$ cat src/rtl/seg7_reader.sv
// seg7_reader: recovers a 4-digit hex value by watching a scanned,
// multiplexed active-low 7-segment display.
//
// Ports:
//   clk          rising-edge clock
//   rst          asynchronous active-high reset
//   seg[6:0]     active-low segments, bit6 = a .. bit0 = g
//   an[3:0]      active-low digit enables, digit i when an = ~(1 << i)
//   value[15:0]  recovered frame, digit3 in [15:12], digit0 in [3:0]
//   value_valid  frame present; value/digit_err held while high
//   value_ready  consumer acceptance
//   digit_err    bit i set when digit i held an unknown pattern

module seg7_reader #(
  parameter int STABLE_CYCLES = 4
) (
  input  logic        clk,
  input  logic        rst,
  input  logic [6:0]  seg,
  input  logic [3:0]  an,
  output logic [15:0] value,
  output logic        value_valid,
  input  logic        value_ready,
  output logic [3:0]  digit_err
);

  typedef enum logic {
    COLLECT = 1'b0,
    PRESENT = 1'b1
  } state_t;

  localparam logic [7:0] SAT = 8'(STABLE_CYCLES);

  logic [6:0]  seg_q;
  logic [6:0]  seg_p;
  logic [3:0]  an_q;
  logic [3:0]  an_p;
  logic [7:0]  cnt;

  logic        sel_ok;
  logic [1:0]  idx;
  logic [3:0]  mask;
  logic        same;
  logic        cap;

  logic [3:0]  nib;
  logic        bad;

  logic [15:0] pend;
  logic [3:0]  perr;
  logic [3:0]  col;

  state_t      state;
  state_t      state_n;
  logic        load;

  // One input stage, plus the previous registered sample
  // used for the stability comparison.
  always_ff @(posedge clk or posedge rst) begin
    if (rst) begin
      seg_q <= 7'd0;
      an_q  <= 4'd0;
      seg_p <= 7'd0;
      an_p  <= 4'd0;
    end else begin
      seg_q <= seg;
      an_q  <= an;
      seg_p <= seg_q;
      an_p  <= an_q;
    end
  end

  // Exactly one enable low selects a digit.
  always_comb begin
    sel_ok = 1'b1;
    idx    = 2'd0;
    unique case (1'b1)
      an_q == 4'b1110: idx = 2'd0;
      an_q == 4'b1101: idx = 2'd1;
      an_q == 4'b1011: idx = 2'd2;
      an_q == 4'b0111: idx = 2'd3;
      default:         sel_ok = 1'b0;
    endcase
  end

  assign mask = 4'b0001 << idx;
  assign same = (seg_q == seg_p) && (an_q == an_p);

  // Capture fires only on the step into saturation,
  // so a long dwell produces a single capture.
  assign cap = sel_ok && same && (cnt == SAT - 8'd1);

  always_ff @(posedge clk or posedge rst) begin
    if (rst) begin
      cnt <= 8'd0;
    end else if (!sel_ok) begin
      cnt <= 8'd0;
    end else if (!same) begin
      cnt <= 8'd1;
    end else if (cnt != SAT) begin
      cnt <= cnt + 8'd1;
    end
  end

  // Inverse of the hex-to-7seg table.
  always_comb begin
    nib = 4'h0;
    bad = 1'b0;
    case (seg_q)
      7'b0000001: nib = 4'h0;
      7'b1001111: nib = 4'h1;
      7'b0010010: nib = 4'h2;
      7'b0000110: nib = 4'h3;
      7'b1001100: nib = 4'h4;
      7'b0100100: nib = 4'h5;
      7'b0100000: nib = 4'h6;
      7'b0001111: nib = 4'h7;
      7'b0000000: nib = 4'h8;
      7'b0000100: nib = 4'h9;
      7'b0001000: nib = 4'hA;
      7'b1100000: nib = 4'hB;
      7'b0110001: nib = 4'hC;
      7'b1000010: nib = 4'hD;
      7'b0110000: nib = 4'hE;
      7'b0111000: nib = 4'hF;
      default:    bad = 1'b1;
    endcase
  end

  always_ff @(posedge clk or posedge rst) begin
    if (rst) begin
      pend <= 16'h0000;
      perr <= 4'h0;
    end else if (cap) begin
      pend[{idx, 2'b00} +: 4] <= nib;
      perr[idx]               <= bad;
    end
  end

  // A capture landing on the load edge starts the next
  // frame rather than being dropped.
  always_ff @(posedge clk or posedge rst) begin
    if (rst) begin
      col <= 4'h0;
    end else if (load) begin
      col <= cap ? mask : 4'h0;
    end else if (cap) begin
      col <= col | mask;
    end
  end

  always_ff @(posedge clk or posedge rst) begin
    if (rst) begin
      state <= COLLECT;
    end else begin
      state <= state_n;
    end
  end

  always_comb begin
    state_n = state;
    unique case (state)
      COLLECT: if (&col)       state_n = PRESENT;
      PRESENT: if (value_ready) state_n = COLLECT;
      default:                 state_n = COLLECT;
    endcase
  end

  always_comb begin
    value_valid = (state == PRESENT);
    load        = (state == COLLECT) && (&col);
  end

  always_ff @(posedge clk or posedge rst) begin
    if (rst) begin
      value     <= 16'h0000;
      digit_err <= 4'h0;
    end else if (load) begin
      value     <= pend;
      digit_err <= perr;
    end
  end

endmodule

$ cat config.mk
export PLATFORM = sky130hd
export DESIGN_NAME = seg7_reader
export DESIGN_NICKNAME = d
export VERILOG_FILES = /design/src/rtl/seg7_reader.sv
export SDC_FILE = /design/constraint.sdc
export NUM_CORES = 1
export LEC_CHECK = 0
export CORE_MARGIN = 1
export CORE_UTILIZATION = 30
export DETAILED_ROUTE_END_ITERATION = 10
export PLACE_DENSITY = 0.51
export SLEW_MARGIN = 20
export SYNTH_ARGS = -nofsm -noshare
export SYNTH_HDL_FRONTEND = slang
export SYNTH_SLANG_ARGS = --single-unit
$ cat constraint.sdc
create_clock -name clk -period 2.2 [get_ports clk]
set_input_delay 0.44 -clock clk [delete_from_list [all_inputs] [get_ports clk]]
set_output_delay 0.44 -clock clk [all_outputs]
set_load 0.005 [all_outputs]
[Word-level counts from Yosys, hierarchy flattened]
Cells that the tools add are included.
Operators by class
  reduce and logical (&&, ||, !) cells: 10
  bitwise logic cells: 2
  add/subtract/negate cells: 2
  multiplexer cells: 17
  shift operators: 3
  order comparisons: 2
  eq/ne operators: 24
Operators with widths (count)
  $pmux 4 s15: 1
  $eq 7x6->1 const B: 5
  $eq 7x7->1 const B: 4
  $mux 8: 3
  $bwmux 16: 1
  $reduce_or 16->1: 1
  $shift 4x6->16 const A: 1
  $shiftx 4x6->16: 1
  $eq 7x3->1 const B: 2
  $eq 7x4->1 const B: 2
  $eq 4x4->1 const B: 3
  $mux 4: 3
  $add 8x1->8 const B: 1
  $eq 8x2->1 const B: 1
  $ne 8x3->1 const B: 1
  $eq 7x1->1 const B: 1
  $eq 7x5->1 const B: 1
  $eq 7x7->1: 1
  $logic_not 7->1: 1
  $neg 4->6: 1
  $pmux 2 s3: 1
  $logic_and 1x1->1: 5
  $mux 1: 5
  $bwmux 4: 1
  other kinds (13): 13
Storage, ports and cells
  flip-flop bits (word level): 75
  output and inout port bits: 21
  input bits: 14
  logic and storage cells: 71

[Logic depth before layout (Yosys ltp)]
  depth after elaboration: 7
  depth in mapped cells: 8
  mapped depth without buffers: 8

[Least setup slack after synthesis]
OpenSTA, ideal clock, no wires.
  path kind: register to register
  start point: register seg_q[0]
  end point: register perr[2]
  setup time: 0.127 ns
  slack: 0.247 ns
  data arrival time: 1.825 ns
  path buffers: 1
  data required time: 2.073 ns
  clock period less this slack: 1.953 ns
  stages on the path, launching flop included: 7
  path through: dfrtp_1 -> buf_2 -> or3b_4 -> or4_4 -> nand3_2 -> nor3_2 -> mux2_1
Between the ends
  longest elaborated chain between the ends: 4
  elaborated cells between the ends (all ways): 23
  those cells by class: eq/ne: 16; mux: 2; reduce/logical: 5
Ends and longest elaborated chain
  from (decl): RTL line 34  | logic [6:0] seg_q;
  from (signal assigned): RTL line 66  | seg_q <= seg;
  $eq 7x6->1, or another cell as far along: RTL line 109  | case (seg_q)
  $reduce_or 16->1 (no source line) / $logic_and 1x1->1 (equally long branches)
  $mux 1 / $logic_and 1x1->1 (equally long branches): RTL line 109, 91
  $bwmux 4 / $logic_and 1x1->1 (equally long branches): RTL line 136, 91
  to (signal assigned): RTL line 133  | perr <= 4'h0;
  to (signal, indexed assignment): RTL line 136  | perr[idx] <= bad;
  to (decl): RTL line 50  | logic [3:0] perr;
Parallel ways exist; a longest one is shown, timed or not.
A chain may end at the register's enable or synchronous reset.

[Worst setup path after layout]
  start point: register cnt[4]
  end point: register perr[2]
Between the ends
  longest elaborated chain between the ends: 2
Ends and longest elaborated chain
  from (decl): RTL line 38  | logic [7:0] cnt;
  from (signal assigned): RTL line 101  | cnt <= cnt + 8'd1;
  $eq 8x2->1: RTL line 91  | assign cap = sel_ok && same && (cnt == SAT - 8'd1);
  $logic_and 1x1->1: RTL line 91
No other way between the ends.

==> summary.md <==
| Metric | Value |
|---|---|
| Status | `finished clean` |
| Yosys top cell area share | `55.72%` |
| Vias/cell | `4.749` |
| Area contributors post-synth | `dfrtp_1, mux2_2, xnor2_1, o2bb2ai_1, ha_1` |
| Final core occ | `37.78%` |
| Share of layout cells above drive strength 1 | `19.20%` |
| Max-cap viol count | `0` |
| Pre-Repair DR Iteration Count | `4` |
| Min Clock Period, post-route | `2.034 ns` |
| Placed inst area | `3929 um^2` |
| Initial Util | `30.94%` |
| RSZ-0062 raised after global routing | `no` |
| CORE AREA | `10,890 um^2` |
| IO Count | `35` |
| Hold buffers post-CTS | `0` |
| Yosys Warn Count | `0` |
| Register area share after synthesis | `55.72%` |
| Pwr Total | `2.564 mW` |
| First-pass GRT wire length | `10.83 mm` |
| Layout net count | `341` |
| Asr flop ratio synth | `100.0%` |
| Setup crit start kind | `register` |
| Setup tns final | `0 ns` |
| Row count | `38` |
| CTS root buf | `clkbuf_8` |
| Critical Path RT | `2.43 ns` |
| Period utilisation layout | `92.47%` |
| # port buffers | `34` |
| Syn Std Cell Area | `3368 um^2` |
| Flops & latches, synth | `75` |
| Diode count | `0` |
| Post-Syn Instances | `273` |
| Layout Skew | `0.009810 ns` |
| DP Cell Count | `447` |
| Post-DP HPWL | `4.386 mm` |
| Final setup vio count | `0` |
| PD cells | `623.1 nW/um^2` |
| NetSw | `0.6426 mW` |
| Hold Crit Class | `register to register` |
| Final Hold Fails | `0` |
| Worst skew pair latency | `0.35 ns` |
| Fin area | `4114 um^2` |
| Die area | `11,660 um^2` |
| Initial antenna violation count | `0` |
| Pin count of the biggest net entering global routing | `76` |
| Commonest non-fill, non-tap cells in the layout | `dfrtp_1, clkdlybuf4s50_1, nand3_1, mux2_2, nand2_1` |
| GRT overflow | `0` |
| Non-Filler Instances | `463` |
| Slowest cell on the critical path | `or4_4` |
| Synth-to-Final Area Change | `22.14%` |
| Crit path largest cell delay | `0.58 ns` |
| Drt initial violations | `60` |
| Syn Area/Cell | `12.34 um^2` |
| Total CTS buffers | `9` |
| Worst setup path class | `register to register` |
| Distinct cells, synth | `48` |
| Clock power share | `37.8%` |
| Most common cell after layout, fill and taps aside | `dfrtp_1` |
| DIE HEIGHT | `108.0 um` |
| Critical path peak fanout | `12` |
| PnR worst setup slack | `0.1657 ns` |
| CP Cell Sequence | `or4_4, nor4b_4, buf_4, nand3_1, mux2_1` |
| Seq pwr share | `55.6%` |
| Overall Global Routing Usage | `12.19%` |
| Peak VDD IR | `0.2980 mV` |
| Via count | `2,199` |
| TritonCTS clock tree | `yes` |
| Net Sw Frac | `25.07%` |
| Cell taking the most area after synthesis | `dfrtp_1` |
| Die X | `108.0 um` |
| Leakage | `1.806 nW` |
| Hold slack | `0.4710 ns` |
| Measured slew at the worst slew-check pin | `0.4708 ns` |
| Maximum clock insertion buffer count | `2` |
| DRC | `0` |
| Clk pin slew, worst setup/hold paths | `0.08 ns` |
| Max H-tree Level | `3` |
| Crit path DAT | `2.26 ns` |
| Max_slew headroom | `68.35%` |
| Fmax | `491.6 MHz` |
| Nature of the critical path endpoint | `register` |
| Syn_nets | `296` |
| Placer Congestion | `0.7522` |
| Routed Antenna Nets | `0` |
| Ys flop type | `dfrtp_1` |
| Delay-heaviest family, CP | `simple AND/OR/NAND/NOR gates` |
| Setup WS pre-CTS | `0.1572 ns` |
| Post-Route WL | `6.305 mm` |
| Post-synth EDFFs | `0` |
| Per-cell routed wire length | `13.62 um` |
| Vias in the first global route | `2,181` |
| Crit path buf inv count | `1` |
| Clock Sinks | `75` |
| Final max-slew violation count | `0` |
| Combinational share of power | `6.6%` |
| Power Internal | `1.921 mW` |
[repair_timing]
item,4_1_cts,5_1_grt
setup endpoints to repair,0,2
buffers inserted,0,0
resized for setup,0,1
[cell families (layout without fill, tap and decap cells)]
| kind of cell | after synthesis | count (layout) | share of synthesized area, % |
|---|---|---|---|
| buffers and inverters | 21 | 71 | 3.195 |
| AND/OR/NAND/NOR | 90 | 90 | 16.38 |
| flip-flops | 75 | 75 | 55.72 |
| multiplexers | 25 | 25 | 8.284 |
| adder cells (fa/ha/maj) | 9 | 9 | 3.343 |
| XOR/XNOR | 21 | 21 | 5.460 |
| AO/OA/AOI/OAI | 32 | 32 | 7.616 |
[worst paths after layout]
path	from	to	slack (ns)	cells after the start
worst min-delay path	col[3]	col[3]	0.47	2
worst max-delay path	cnt[4]	perr[2]	0.17	5
worst min register to register	col[3]	col[3]	0.47	2
worst max register to register	cnt[4]	perr[2]	0.17	5
max in group asynchronous	rst	value[7]	1.35	3
min in group asynchronous	rst	cnt[6]	0.55	3
[metal layers]
layer / GRT usage (%) / wire length (um) / vias to the layer above
met3: 3.858 / 255 / 12
met4: 5.186 / 124 / 0
met1: 16.61 / 3119 / 1066
met5: 0 / 0 / -
met2: 17.74 / 2805 / 47
li1: - / - / 1074
[worst register-to-register path: stages, from the launching register on]
cell and delay, ns:
dfrtp_1 0.42, or4_4 0.58, nor4b_4 0.25, buf_4 0.21, nand3_1 0.13, mux2_1 0.33
[sequential cells by signal, indices dropped and copies added, names as in the netlist]
name / cells
cnt: 8
digit_err: 4
seg_p: 7
seg_q: 7
perr: 4
an_p: 4
value: 16
col: 4
pend: 16
an_q: 4
value_valid: 1
[cell usage after synthesis, types with 2 or more instances]
cell type / count
a21oi_1: 2
nand4_1: 4
o2bb2ai_1: 15
nor4b_1: 4
buf_6: 2
mux2_2: 20
ha_1: 9
nor4_1: 5
mux2i_1: 2
and3b_1: 3
xor2_1: 5
nand3_2: 3
and3_1: 3
buf_2: 2
o31ai_1: 3
nand3_1: 20
clkbuf_1: 6
o21ai_0: 4
nor2_1: 11
xnor2_1: 16
mux2_1: 3
or4_4: 2
nor3_1: 5
inv_1: 9
or2_2: 2
dfrtp_1: 75
nand2_1: 17
[layout make-up]
class / instances / area [um^2]
Fill cell: 1059 / 6774
Sequential cell: 75 / 1877
Multi-Input combinational cell: 177 / 1390
Timing Repair Buffer: 46 / 455.4
Tap cell: 140 / 175.2
Clock buffer: 11 / 141.4
Clock inverter: 5 / 37.54
Inverter: 9 / 37.54
[power groups by stage]
stage | Combinational (mW) | Clock [mW] | Sequential, mW
floorplan | 0.114 | 0 | 1.44
detailed placement | 0.172 | 0 | 1.45
CTS | 0.172 | 1.01 | 1.43
global route | 0.190 | 1.08 | 1.43
finish | 0.169 | 0.969 | 1.43
global placement | 0.171 | 0 | 1.45
Power figures use the tool's default switching activity.
